### src/rtl/sa_cache_miss_ctrl_if.sv
// Bundle of the CPU port, sa_cache access port, backing-memory port and
// performance counters seen by the miss controller. The master modport is the
// controller's view; the slave modport is the view of whatever surrounds it.
interface sa_cache_miss_ctrl_if #(
    parameter int CNT_W = 16
);
    // CPU load/store port
    logic              cpu_req_valid;
    logic              cpu_req_ready;
    logic [31:0]       cpu_addr;
    logic              cpu_rw;
    logic [31:0]       cpu_wdata;
    logic              cpu_resp_valid;
    logic [31:0]       cpu_rdata;
    logic              cpu_resp_err;

    // sa_cache access port
    logic [17:0]       c_tag;
    logic [7:0]        c_index;
    logic [5:0]        c_offset;
    logic [31:0]       c_dataW;
    logic              c_memRW;
    logic              c_req;
    logic [31:0]       c_data;
    logic              c_miss;
    logic              c_evict;
    logic [31:0]       c_evict_addr;
    logic [31:0]       c_evict_data;
    logic [31:0]       c_mem_line;
    logic              c_mem_response;

    // Single-beat backing-memory port
    logic              mem_req_valid;
    logic              mem_req_ready;
    logic              mem_req_we;
    logic [31:0]       mem_req_addr;
    logic [31:0]       mem_req_wdata;
    logic              mem_resp_valid;
    logic [31:0]       mem_resp_data;

    // Performance counters
    logic [CNT_W-1:0]  hit_count;
    logic [CNT_W-1:0]  miss_count;

    modport master (
        input  cpu_req_valid, cpu_addr, cpu_rw, cpu_wdata,
        output cpu_req_ready, cpu_resp_valid, cpu_rdata, cpu_resp_err,
        output c_tag, c_index, c_offset, c_dataW, c_memRW, c_req,
        input  c_data, c_miss, c_evict, c_evict_addr, c_evict_data,
        output c_mem_line, c_mem_response,
        output mem_req_valid, mem_req_we, mem_req_addr, mem_req_wdata,
        input  mem_req_ready, mem_resp_valid, mem_resp_data,
        output hit_count, miss_count
    );

    modport slave (
        output cpu_req_valid, cpu_addr, cpu_rw, cpu_wdata,
        input  cpu_req_ready, cpu_resp_valid, cpu_rdata, cpu_resp_err,
        input  c_tag, c_index, c_offset, c_dataW, c_memRW, c_req,
        output c_data, c_miss, c_evict, c_evict_addr, c_evict_data,
        input  c_mem_line, c_mem_response,
        input  mem_req_valid, mem_req_we, mem_req_addr, mem_req_wdata,
        output mem_req_ready, mem_resp_valid, mem_resp_data,
        input  hit_count, miss_count
    );
endinterface

### src/rtl/sa_cache_miss_ctrl.sv
// Request sequencer between one CPU load/store port, the 4-way sa_cache and a
// single-beat backing memory. One request is in flight at a time: it is looked
// up, and on a miss the dirty victim (if any) is written back, the line is
// refilled and the lookup replayed. A request that keeps missing after
// MAX_REPLAY refills is answered with an error. Every output is a register
// loaded on the transition into the state that owns it, so nothing the cache,
// memory or CPU sees is decoded combinationally from the state.
module sa_cache_miss_ctrl #(
    parameter int MAX_REPLAY = 2,
    parameter int CNT_W      = 16
) (
    input logic                   clk,
    input logic                   rst,
    sa_cache_miss_ctrl_if.master  bus
);

    localparam int RW = (MAX_REPLAY < 1) ? 1 : $clog2(MAX_REPLAY + 1);

    typedef enum logic [2:0] {
        IDLE,
        LOOKUP,
        WB,
        REFILL_REQ,
        REFILL_WAIT,
        FILL,
        RESP
    } state_t;

    state_t         state;
    logic [RW-1:0]  replay_cnt;

    // Sequencer state, request latch, counters and all registered outputs.
    always_ff @(posedge clk) begin
        if (!rst) begin
            state               <= IDLE;
            replay_cnt          <= '0;
            bus.cpu_req_ready   <= 1'b1;
            bus.cpu_resp_valid  <= 1'b0;
            bus.cpu_rdata       <= '0;
            bus.cpu_resp_err    <= 1'b0;
            bus.c_tag           <= '0;
            bus.c_index         <= '0;
            bus.c_offset        <= '0;
            bus.c_dataW         <= '0;
            bus.c_memRW         <= 1'b0;
            bus.c_req           <= 1'b0;
            bus.c_mem_line      <= '0;
            bus.c_mem_response  <= 1'b0;
            bus.mem_req_valid   <= 1'b0;
            bus.mem_req_we      <= 1'b0;
            bus.mem_req_addr    <= '0;
            bus.mem_req_wdata   <= '0;
            bus.hit_count       <= '0;
            bus.miss_count      <= '0;
        end else begin
            // Single-cycle pulses fall back to idle unless a transition below
            // re-asserts them.
            bus.cpu_resp_valid <= 1'b0;
            bus.c_mem_response <= 1'b0;
            bus.c_mem_line     <= '0;

            case (state)
                IDLE: begin
                    if (bus.cpu_req_valid && bus.cpu_req_ready) begin
                        // The c_* fields double as the request latch and stay
                        // put until the next request is accepted.
                        bus.c_tag         <= bus.cpu_addr[31:14];
                        bus.c_index       <= bus.cpu_addr[13:6];
                        bus.c_offset      <= bus.cpu_addr[5:0];
                        bus.c_dataW       <= bus.cpu_wdata;
                        bus.c_memRW       <= bus.cpu_rw;
                        replay_cnt        <= '0;
                        bus.cpu_req_ready <= 1'b0;
                        bus.c_req         <= 1'b1;
                        state             <= LOOKUP;
                    end
                end

                LOOKUP: begin
                    bus.c_req <= 1'b0;
                    if (!bus.c_miss) begin
                        // Hits after a refill are the tail of a miss and are
                        // not counted as hits.
                        if ((replay_cnt == '0) && (bus.hit_count != {CNT_W{1'b1}})) begin
                            bus.hit_count <= bus.hit_count + CNT_W'(1);
                        end
                        bus.cpu_rdata      <= bus.c_memRW ? 32'h0 : bus.c_data;
                        bus.cpu_resp_err   <= 1'b0;
                        bus.cpu_resp_valid <= 1'b1;
                        state              <= RESP;
                    end else begin
                        if ((replay_cnt == '0) && (bus.miss_count != {CNT_W{1'b1}})) begin
                            bus.miss_count <= bus.miss_count + CNT_W'(1);
                        end
                        if (replay_cnt == RW'(MAX_REPLAY)) begin
                            bus.cpu_rdata      <= 32'h0;
                            bus.cpu_resp_err   <= 1'b1;
                            bus.cpu_resp_valid <= 1'b1;
                            state              <= RESP;
                        end else if (bus.c_evict) begin
                            // The memory request registers hold the victim
                            // until the write-back is accepted.
                            bus.mem_req_valid <= 1'b1;
                            bus.mem_req_we    <= 1'b1;
                            bus.mem_req_addr  <= bus.c_evict_addr;
                            bus.mem_req_wdata <= bus.c_evict_data;
                            state             <= WB;
                        end else begin
                            bus.mem_req_valid <= 1'b1;
                            bus.mem_req_we    <= 1'b0;
                            bus.mem_req_addr  <= {bus.c_tag, bus.c_index, 6'b0};
                            bus.mem_req_wdata <= 32'h0;
                            state             <= REFILL_REQ;
                        end
                    end
                end

                WB: begin
                    if (bus.mem_req_ready) begin
                        // Write-back accepted; reuse the channel for the refill
                        // read with no idle cycle in between.
                        bus.mem_req_valid <= 1'b1;
                        bus.mem_req_we    <= 1'b0;
                        bus.mem_req_addr  <= {bus.c_tag, bus.c_index, 6'b0};
                        bus.mem_req_wdata <= 32'h0;
                        state             <= REFILL_REQ;
                    end
                end

                REFILL_REQ: begin
                    if (bus.mem_req_ready) begin
                        bus.mem_req_valid <= 1'b0;
                        bus.mem_req_we    <= 1'b0;
                        bus.mem_req_addr  <= 32'h0;
                        bus.mem_req_wdata <= 32'h0;
                        state             <= REFILL_WAIT;
                    end
                end

                REFILL_WAIT: begin
                    if (bus.mem_resp_valid) begin
                        bus.c_mem_line     <= bus.mem_resp_data;
                        bus.c_mem_response <= 1'b1;
                        state              <= FILL;
                    end
                end

                FILL: begin
                    replay_cnt <= replay_cnt + RW'(1);
                    bus.c_req  <= 1'b1;
                    state      <= LOOKUP;
                end

                RESP: begin
                    bus.cpu_rdata     <= 32'h0;
                    bus.cpu_resp_err  <= 1'b0;
                    bus.cpu_req_ready <= 1'b1;
                    state             <= IDLE;
                end

                default: begin
                    bus.c_req          <= 1'b0;
                    bus.mem_req_valid  <= 1'b0;
                    bus.cpu_req_ready  <= 1'b1;
                    state              <= IDLE;
                end
            endcase
        end
    end

endmodule

### src/flat_wrapper.sv
// flat-port wrapper written by rule: the top's interface ports become plain ports
module sa_cache_miss_ctrl_flat 
#(
    parameter int MAX_REPLAY = 2,
    parameter int CNT_W      = 16
)
  (clk, rst, bus_cpu_req_valid, bus_cpu_addr, bus_cpu_rw, bus_cpu_wdata, bus_cpu_req_ready, bus_cpu_resp_valid, bus_cpu_rdata, bus_cpu_resp_err, bus_c_tag, bus_c_index, bus_c_offset, bus_c_dataW, bus_c_memRW, bus_c_req, bus_c_data, bus_c_miss, bus_c_evict, bus_c_evict_addr, bus_c_evict_data, bus_c_mem_line, bus_c_mem_response, bus_mem_req_valid, bus_mem_req_we, bus_mem_req_addr, bus_mem_req_wdata, bus_mem_req_ready, bus_mem_resp_valid, bus_mem_resp_data, bus_hit_count, bus_miss_count);
  sa_cache_miss_ctrl_if #(.CNT_W(CNT_W)) bus_i ();
  input logic clk;
  input logic rst;
  input wire logic [$bits(bus_i.cpu_req_valid)-1:0] bus_cpu_req_valid;
  input wire logic [$bits(bus_i.cpu_addr)-1:0] bus_cpu_addr;
  input wire logic [$bits(bus_i.cpu_rw)-1:0] bus_cpu_rw;
  input wire logic [$bits(bus_i.cpu_wdata)-1:0] bus_cpu_wdata;
  output wire logic [$bits(bus_i.cpu_req_ready)-1:0] bus_cpu_req_ready;
  output wire logic [$bits(bus_i.cpu_resp_valid)-1:0] bus_cpu_resp_valid;
  output wire logic [$bits(bus_i.cpu_rdata)-1:0] bus_cpu_rdata;
  output wire logic [$bits(bus_i.cpu_resp_err)-1:0] bus_cpu_resp_err;
  output wire logic [$bits(bus_i.c_tag)-1:0] bus_c_tag;
  output wire logic [$bits(bus_i.c_index)-1:0] bus_c_index;
  output wire logic [$bits(bus_i.c_offset)-1:0] bus_c_offset;
  output wire logic [$bits(bus_i.c_dataW)-1:0] bus_c_dataW;
  output wire logic [$bits(bus_i.c_memRW)-1:0] bus_c_memRW;
  output wire logic [$bits(bus_i.c_req)-1:0] bus_c_req;
  input wire logic [$bits(bus_i.c_data)-1:0] bus_c_data;
  input wire logic [$bits(bus_i.c_miss)-1:0] bus_c_miss;
  input wire logic [$bits(bus_i.c_evict)-1:0] bus_c_evict;
  input wire logic [$bits(bus_i.c_evict_addr)-1:0] bus_c_evict_addr;
  input wire logic [$bits(bus_i.c_evict_data)-1:0] bus_c_evict_data;
  output wire logic [$bits(bus_i.c_mem_line)-1:0] bus_c_mem_line;
  output wire logic [$bits(bus_i.c_mem_response)-1:0] bus_c_mem_response;
  output wire logic [$bits(bus_i.mem_req_valid)-1:0] bus_mem_req_valid;
  output wire logic [$bits(bus_i.mem_req_we)-1:0] bus_mem_req_we;
  output wire logic [$bits(bus_i.mem_req_addr)-1:0] bus_mem_req_addr;
  output wire logic [$bits(bus_i.mem_req_wdata)-1:0] bus_mem_req_wdata;
  input wire logic [$bits(bus_i.mem_req_ready)-1:0] bus_mem_req_ready;
  input wire logic [$bits(bus_i.mem_resp_valid)-1:0] bus_mem_resp_valid;
  input wire logic [$bits(bus_i.mem_resp_data)-1:0] bus_mem_resp_data;
  output wire logic [$bits(bus_i.hit_count)-1:0] bus_hit_count;
  output wire logic [$bits(bus_i.miss_count)-1:0] bus_miss_count;
  assign bus_i.cpu_req_valid = bus_cpu_req_valid;
  assign bus_i.cpu_addr = bus_cpu_addr;
  assign bus_i.cpu_rw = bus_cpu_rw;
  assign bus_i.cpu_wdata = bus_cpu_wdata;
  assign bus_cpu_req_ready = bus_i.cpu_req_ready;
  assign bus_cpu_resp_valid = bus_i.cpu_resp_valid;
  assign bus_cpu_rdata = bus_i.cpu_rdata;
  assign bus_cpu_resp_err = bus_i.cpu_resp_err;
  assign bus_c_tag = bus_i.c_tag;
  assign bus_c_index = bus_i.c_index;
  assign bus_c_offset = bus_i.c_offset;
  assign bus_c_dataW = bus_i.c_dataW;
  assign bus_c_memRW = bus_i.c_memRW;
  assign bus_c_req = bus_i.c_req;
  assign bus_i.c_data = bus_c_data;
  assign bus_i.c_miss = bus_c_miss;
  assign bus_i.c_evict = bus_c_evict;
  assign bus_i.c_evict_addr = bus_c_evict_addr;
  assign bus_i.c_evict_data = bus_c_evict_data;
  assign bus_c_mem_line = bus_i.c_mem_line;
  assign bus_c_mem_response = bus_i.c_mem_response;
  assign bus_mem_req_valid = bus_i.mem_req_valid;
  assign bus_mem_req_we = bus_i.mem_req_we;
  assign bus_mem_req_addr = bus_i.mem_req_addr;
  assign bus_mem_req_wdata = bus_i.mem_req_wdata;
  assign bus_i.mem_req_ready = bus_mem_req_ready;
  assign bus_i.mem_resp_valid = bus_mem_resp_valid;
  assign bus_i.mem_resp_data = bus_mem_resp_data;
  assign bus_hit_count = bus_i.hit_count;
  assign bus_miss_count = bus_i.miss_count;
  sa_cache_miss_ctrl #(.MAX_REPLAY(MAX_REPLAY), .CNT_W(CNT_W)) u_core (.clk(clk), .rst(rst), .bus(bus_i));
endmodule
### config.mk
export PLATFORM = sky130hd
export DESIGN_NAME = sa_cache_miss_ctrl_flat
export DESIGN_NICKNAME = d
export VERILOG_FILES = /design/src/rtl/sa_cache_miss_ctrl_if.sv /design/src/rtl/sa_cache_miss_ctrl.sv /design/src/flat_wrapper.sv
export SDC_FILE = /design/constraint.sdc
export NUM_CORES = 1
export LEC_CHECK = 0
export ABC_CLOCK_PERIOD_IN_PS = 2400
export BUFFER_PORTS_ARGS = -buffer_cell sky130_fd_sc_hd__buf_2
export CAP_MARGIN = 20
export CORE_ASPECT_RATIO = 1.5
export CORE_MARGIN = 5
export CORE_UTILIZATION = 30
export CTS_CLUSTER_DIAMETER = 40
export DETAILED_ROUTE_END_ITERATION = 10
export PLACE_DENSITY_LB_ADDON = 0.1
export SLEW_MARGIN = 15
export SYNTH_ARGS = -nofsm -noshare
export SYNTH_HDL_FRONTEND = slang
export SYNTH_SLANG_ARGS = --single-unit
export TNS_END_PERCENT = 30
### constraint.sdc
create_clock -name clk -period 2.4 [get_ports clk]
set_input_delay 0.36 -clock clk [delete_from_list [all_inputs] [get_ports clk]]
set_output_delay 0.36 -clock clk [all_outputs]
set_load 0.03 [all_outputs]
==> results of run 1 <==
metal layers:
| metal | part of all wire [%] | up-vias | track usage, % |
|---|---|---|---|
| met5 | 0.055 | - | 0 |
| met4 | 2.8 | 4 | 7.33 |
| met3 | 9.1 | 52 | 6.84 |
| met2 | 50 | 337 | 33.3 |
| met1 | 38 | 4073 | 20.5 |
| li1 | - | 4341 | - |
flip-flops by register name (all words and copies together), names as in the netlist:
name / count
u_core.state: 3
u_core.bus.c_req: 1
u_core.bus.c_tag: 18
u_core.bus.c_mem_response: 1
u_core.replay_cnt: 2
u_core.bus.miss_count: 16
u_core.bus.mem_req_valid: 1
u_core.bus.c_index: 8
u_core.bus.cpu_resp_err: 1
u_core.bus.c_dataW: 32
u_core.bus.cpu_rdata: 32
u_core.bus.c_offset: 6
u_core.bus.mem_req_we: 1
u_core.bus.c_mem_line: 32
u_core.bus.mem_req_addr: 32
u_core.bus.cpu_req_ready: 1
u_core.bus.hit_count: 16
u_core.bus.mem_req_wdata: 32
u_core.bus.cpu_resp_valid: 1
u_core.bus.c_memRW: 1
how the worst min path moves through the flow:
stage                                     from                          to  depth (start not counted)
global route             bus_mem_resp_data[21]   u_core.bus.c_mem_line[21]                          2
detailed placement  u_core.bus.mem_req_addr[5]  u_core.bus.mem_req_addr[5]                          2
floorplan                 u_core.replay_cnt[1]        u_core.replay_cnt[1]                          2
CTS                      bus_mem_resp_data[23]   u_core.bus.c_mem_line[23]                          2
finish                   bus_mem_resp_data[23]   u_core.bus.c_mem_line[23]                          2
global placement    u_core.bus.mem_req_addr[5]  u_core.bus.mem_req_addr[5]                          2
logic make-up after synthesis:
kind of cell    synth area share (%)
flops                           53.7
simple gates                    21.3
mux                            0.907
compound gates                  19.2
buf+inv                         4.38
fa+ha+maj                      0.567
cells in the mapped netlist (2+ instances only):
cell      count
nor2_1      104
clkbuf_1     57
buf_6         5
o21ai_0      35
o31ai_1      14
nand2_1     162
nand4_1      15
buf_2        11
nor3_1        3
a21oi_1     100
o21a_1        4
nand3_1      17
ha_1          4
and2_1       35
a221oi_1     26
mux2i_1       8
a31oi_1       4
a211oi_1      2
o211ai_1      3
nand2b_1      8
and4_1        3
nor4_1        8
or3_1         5
o221a_2       2
inv_1        11
or4_1        14
dfxtp_1     237
nor2b_1       4
and3_1        4
a22oi_1      64
metrics by stage:
step | setup WS (ns) | std cells | cell area, sq um | hold slack [ns]
after floorplan | 0.576 | 992 | 8830 | 0.465
after global placement | 0.430 | 1769 | 11400 | 0.437
after detailed placement | 0.356 | 1769 | 11400 | 0.444
after CTS | 0.361 | 1830 | 12500 | 0.0201
after global routing | 0.192 | 1837 | 12600 | 0.0269
final | 0.390 | 1837 | 12600 | 0.0494
cell type report:
| type | instances | share of cell area (%) |
|---|---|---|
| antenna | 7 | 0.139 |
| clock buffer | 41 | 7.31 |
| clock inverter | 20 | 1.51 |
| inverter | 11 | 0.349 |
| multi-input combinational | 670 | 29.7 |
| sequential | 237 | 37.8 |
| tap | 395 | 3.93 |
| timing repair buffer | 456 | 19.3 |
power groups by stage:
stage	Combinational [mW]	Clock [mW]	Sequential, mW
floorplan	0.867	0	5.05
global placement	2.29	0	4.49
detailed placement	2.30	0	4.50
CTS	2.31	5.01	4.42
global route	2.46	5.18	4.45
finish	2.26	4.86	4.41
==> PnR_summary.wiki, run 1 <==
{| class="wikitable"
! Metric !! Value
|-
| Syn avg cell area || between 8 and 9 sq um
|-
| CTS Root Buffer Type || clkbuf_16
|-
| Final worst path period share || a little over four fifths
|-
| Required time at the worst-slack endpoint || roughly 2.8 ns
|-
| Port buffer count || roughly 430
|-
| Max capacitance violation total || 0
|-
| Total DRC errors in the routed layout || 0
|-
| Cell-internal power || slightly below 8 mW
|-
| EDFF count, synth || 0
|-
| Area of the die || 33000 sq um
|-
| Status || finished, final reports clean
|-
| Highest clock frequency the design can meet || slightly below 500 MHz
|-
| Total number of yosys warnings || 0
|-
| Number of instances resized during post-cts repair || 0
|-
| Reg clk slew, reported paths || roughly 0.06 ns
|-
| Reg-to-Reg End || u_core.bus.mem_req_wdata[13]
|-
| Largest vdd supply drop || 0.534 mV
|-
| Critical path destination || u_core.bus.mem_req_wdata[13]
|-
| Floorplan die width || 150 um
|-
| Clock power frac || ~42%
|-
| CTS sink count || between 200 and 250
|-
| Most common flop cell mapped by yosys || dfxtp_1
|-
| Cell with the largest stage delay on the worst path || a21o_2
|-
| Cell Rows || 77
|-
| Core area || 29300 sq um
|-
| Crit path time final || between 2 and 2.5 ns
|-
| Post-Syn Area || roughly 8800 sq um
|-
| Fillers || 3077
|-
| Net switching power || about 3.6 mW
|-
| Number of I/O pins || 432
|-
| Seq/Total Area, Yosys || between 50% and 60%
|-
| Most frequent standard cell in the layout excluding fill and tap cells || buf_2
|-
| Global route overflow || 0
|-
| Via count of the first global-routing pass || 8800
|-
| Drt pass-1 iters || 5
|-
| Power per cell area || approximately 920 nW/um^2
|-
| Type of the most critical hold path || in -> reg
|-
| Ranking of synthesized cells by area || dfxtp_1 (54%), nand2_1 (6.9%), a21oi_1 (5.7%), a22oi_1 (5.4%), nor2_1 (4.4%)
|-
| Inserted Clock Buffers || 34
|-
| Clock Latency Late Sink || roughly 0.50 ns
|-
| Comb pwr share || between 10% and 20%
|-
| Maximum number of pins on one net before global-route repair || 54
|-
| Endpoints failing hold || 0
|-
| Type of the worst setup path || reg -> reg
|-
| Area growth from synthesis to final layout || 42.3%
|-
| Startpoint of the most critical register-to-register path || u_core.replay_cnt[0]
|-
| Routed wire length || 32700 um
|-
| Largest buffer count on any clock path || 3
|-
| Share of the core filled with cells || between 40 and 50%
|-
| Minimum setup slack among reg-to-reg paths || about 0.39 ns
|-
| Number of endpoints failing setup at the final stage || 0
|-
| Starting Density || 30.2%
|-
| H-tree depth || 2
|-
| Switch share || between 30% and 40%
|-
| Number of nets still failing antenna checks after routing || 0
|-
| Netlist cell types || 53
|-
| CP Max Fanout || 32
|-
| Detailed Place HPWL || roughly 24000 um
|-
| Final layout net count || 1614
|-
| Worst Max-Slew Pin Slew || 0.776 ns
|-
| Area leader, netlist || dfxtp_1
|-
| Series of cell instances along the critical path || inv_1, ha_1, nand4bb_1, a21o_2, buf_12, a22oi_1, nor2_1
|-
| Clock skew || approximately 0.02 ns
|-
| Number of standard cells after synthesis || 992
|-
| Hold bufs inserted after CTS || 0
|-
| Fraction of layout instances using a drive strength above 1 || between 30% and 40%
|-
| Vertical die dimension || ~220 um
|-
| Post-CTS Setup Bufs || 0
|-
| Setup repair after global routing missed its margin || no
|-
| Register bit count reported by yosys || approximately 240
|-
| GR Util All Layers || 18.9%
|-
| Post-synthesis net count || approximately 1200
|-
| Worst setup startpoint || u_core.replay_cnt[0]
|-
| Final sum of negative setup slack || 0 ns
|-
| Routed len/inst || 17.8 um
|-
| Critical Path End Type || register
|-
| Data arrival, critical path || ~2.4 ns
|-
| Launching element type of the critical path || register
|-
| Wire length of the first global-routing pass || roughly 50000 um
|-
| Bufs and invs on worst path || 2
|-
| Number of vias per cell after detailed routing || approximately 4.8
|-
| Storage element area || about 4700 sq um
|-
| Cells on worst reg2reg path || 7
|-
| Portion of synthesized cell area occupied by the leading cell type || between 50 and 60%
|-
| Initial antenna violation count || 9
|-
| Kind of cell adding the most delay to the critical path || compound AO/OA/AOI/OAI gates
|-
| Post-synth ARST share || 0%
|-
| Worst max-slew margin expressed relative to the limit || between 40% and 50%
|-
| Commonest cells after routing, fill and taps aside || buf_2 (431), dfxtp_1 (237), nand2_1 (162)
|-
| Footprint of the multi-input gates || between 3000 and 4000 sq um
|-
| CTS tree || yes
|-
| Final-report max-slew violation count || 0
|-
| Largest stage delay on the critical path || between 0.5 and 0.6 ns
|-
| Standby leakage power || 5.70 nW
|-
| Critical path depth in cells || 7
|-
| Detailed Route Iter0 Violations || 339
|-
| Sequential fraction of design power || about two fifths
|-
| Total vias in the final route || between 8000 and 9000
|-
| Routability Congestion || between 0.7 and 0.8
|-
| Overall Power || between 10 and 15 mW
|}
No activity file was read; power rests on OpenSTA's default activity.
==> run 2: changes to the inputs <==
Settings changed: ABC_CLOCK_PERIOD_IN_PS 2400 to 1800.
Clock period 2.4 ns to 1.8 ns, I/O delays scaled along.
==> run 2 against run 1 <==
- final cell count rose by 10%
- hold slack got worse by 0.022 ns
- worst setup slack got worse by 0.34 ns
- global-route usage up 1.3 points
- die area unchanged
- critical path type unchanged
- critical endpoint is now u_core.bus.hit_count[11]
- largest power group unchanged
- highest routed layer unchanged
==> PnR_summary.wiki, run 2 (synthesis results as in run 1) <==
{| class="wikitable"
! Metric !! Value
|-
| Global route overflow || 0 (unchanged)
|-
| GR Util All Layers || 20.2% (+1.3 points)
|-
| Detailed Place HPWL || 24600 um (+3.5%)
|-
| Critical Path End Type || register
|-
| Standby leakage power || 6.73 nW (+18%)
|-
| Core area || 29300 sq um (unchanged)
|-
| Worst setup slack after placement || -0.160 ns (-0.516 ns)
|-
| H-tree depth || 2 (unchanged)
|-
| Largest vdd supply drop || 0.751 mV (+41%)
|-
| Reg clk slew, reported paths || 0.06 ns (about the same)
|-
| Commonest cells after routing, fill and taps aside || buf_2 (431), dfxtp_1 (230), nand2_1 (162)
|-
| Drt pass-1 iters || 5 (unchanged)
|-
| Required time at the worst-slack endpoint || 2.24 ns (-0.54 ns)
|-
| Number of endpoints failing setup at the final stage || 0 (unchanged)
|-
| Launching element type of the critical path || register
|-
| CTS sink count || 237 (unchanged)
|-
| Floorplan die width || 150 um (unchanged)
|-
| Data arrival, critical path || 2.19 ns (-0.20 ns)
|-
| Area of the die || 33000 sq um (unchanged)
|-
| Routed len/inst || 17.8 um (-0.24%)
|-
| Final layout net count || 1800 (+12%)
|-
| Clock skew || 0.0109 ns (-0.00908 ns)
|-
| Number of vias per cell after detailed routing || 4.74 (-1.0%)
|-
| CTS tree || yes
|-
| Bufs and invs on worst path || 2 (unchanged)
|-
| Largest stage delay on the critical path || 0.41 ns (-0.10 ns)
|-
| Initial antenna violation count || 6 (-3)
|-
| Final worst path period share || 97.5% (+14 points)
|-
| Port buffer count || 431 (unchanged)
|-
| Fraction of layout instances using a drive strength above 1 || 37.3% (+0.32 points)
|-
| Global routing usage on met2 || 36.9% (+3.6 points)
|-
| Cell with the largest stage delay on the worst path || or4_4
|-
| Clock Latency Late Sink || 0.51 ns (about the same)
|-
| Routability Congestion || 0.776 (-1.8%)
|-
| Highest clock frequency the design can meet || 570 MHz (+15%)
|-
| Number of nets still failing antenna checks after routing || 0 (unchanged)
|-
| Total vias in the final route || 9584 (+8.8%)
|-
| Status || finished, final reports clean
|-
| Detailed Route Iter0 Violations || 322 (-5.0%)
|-
| Inserted Clock Buffers || 36 (+5.9%)
|-
| Kind of cell adding the most delay to the critical path || simple AND/OR/NAND/NOR gates
|-
| Largest buffer count on any clock path || 3 (unchanged)
|-
| Setup repair after global routing missed its margin || yes
|-
| Minimum setup slack among reg-to-reg paths || 0.04 ns (-0.34 ns)
|-
| Maximum number of pins on one net before global-route repair || 53 (-1.9%)
|-
| Final-report max-slew violation count || 0 (unchanged)
|-
| Power per cell area || 1130 nW/um^2 (+23%)
|-
| Busiest layer in global routing || met2
|-
| Wire length of the first global-routing pass || 52900 um (+7.2%)
|-
| Routed wire length || 35900 um (+9.7%)
|-
| Met3 track utilization from global routing || 6.15% (-0.70 points)
|-
| Cell Rows || 77 (unchanged)
|-
| Final sum of negative setup slack || 0 ns (unchanged)
|-
| Crit path time final || 1.76 ns (-0.255 ns)
|-
| Type of the worst setup path || reg -> reg
|-
| Vertical die dimension || 220 um (unchanged)
|-
| Endpoints failing hold || 0 (unchanged)
|-
| Worst Max-Slew Pin Slew || 0.704 ns (-0.0722 ns)
|-
| Area growth from synthesis to final layout || 66.8%
|-
| CP Max Fanout || 7 (-78%)
|-
| Overall Power || 16.7 mW (+45%)
|-
| Most frequent standard cell in the layout excluding fill and tap cells || buf_2
|-
| Series of cell instances along the critical path || inv_2, ha_4, and4bb_4, nand4b_4, buf_12, or4_4, a21oi_2
|-
| PnR worst setup slack || 0.0449 ns (-0.345 ns)
|-
| Starting Density || 30.2% (unchanged)
|-
| Via count of the first global-routing pass || 9705 (+10%)
|-
| Number of I/O pins || 432 (unchanged)
|-
| GR met1 Demand/Resource || 21.9% (+1.3 points)
|-
| Worst max-slew margin expressed relative to the limit || 53.0% (+4.8 points)
|-
| CTS Root Buffer Type || clkbuf_16
|-
| Max capacitance violation total || 0 (unchanged)
|-
| Total DRC errors in the routed layout || 0 (unchanged)
|-
| Share of the core filled with cells || 50.3% (+7.4 points)
|-
| Type of the most critical hold path || in -> reg
|}
## run 2: routing by layer
metal | share of wire [%] | vias to the layer above
met5 | 0.095 | -
met4 | 2.8 | 4
met3 | 7.8 | 64
met2 | 52 | 341
met1 | 37 | 4445
li1 | - | 4730
## run 2: power by group
group	internal, mW	switching [mW]
clock network	4.49	2.72
registers	5.65	0.253
logic	1.36	2.20
total	11.5	5.18
## run 2: cell type report
class	instances	area, sq um
Timing Repair Buffer	638	4310
Clock inverter	22	289
Tap cell	395	494
Antenna cell	4	10.0
Inverter	11	43.8
Sequential cell	237	4760
Multi-Input combinational cell	672	3880
Clock buffer	41	951
Fill cell	2815	14600
## run 2: final timing paths
check                                    end  cells past startpoint                  startpoint
setup reg to reg    u_core.bus.hit_count[11]                      7        u_core.replay_cnt[1]
hold / removal      u_core.bus.cpu_rdata[26]                      3              bus_c_data[26]
setup / recovery    u_core.bus.hit_count[11]                      7        u_core.replay_cnt[1]
hold reg to reg   u_core.bus.mem_req_addr[2]                      2  u_core.bus.mem_req_addr[2]
## run 2: tightest hold or removal path, delay by kind of cell
| family | cells | cell delay [ns] |
|---|---|---|
| buffers and inverters | 1 | 0.08 |
| AND/OR/NAND/NOR | 1 | 0.08 |
| AO/OA/AOI/OAI | 1 | 0.07 |
## run 2: what timing repair did
item | CTS | global route
setup endpoints to repair | 33 | 105
gates resized for setup | 3 | 32
hold buffers | 136 | 1
gates cloned | 0 | 5
endpoints found under the hold margin | 136 | 1
setup buffers | 0 | 10
pin swaps | 0 | 13
## run 2: through the flow
stage                     instance area, sq um  std cells  hold WS (ns)
after floorplan                           8840        992         0.392
after global placement                   11800       1801         0.438
after detailed placement                 11800       1801         0.446
after CTS                                14400       2000     0.0000596
after global routing                     14700       2020       0.00690
final                                    14700       2020        0.0275
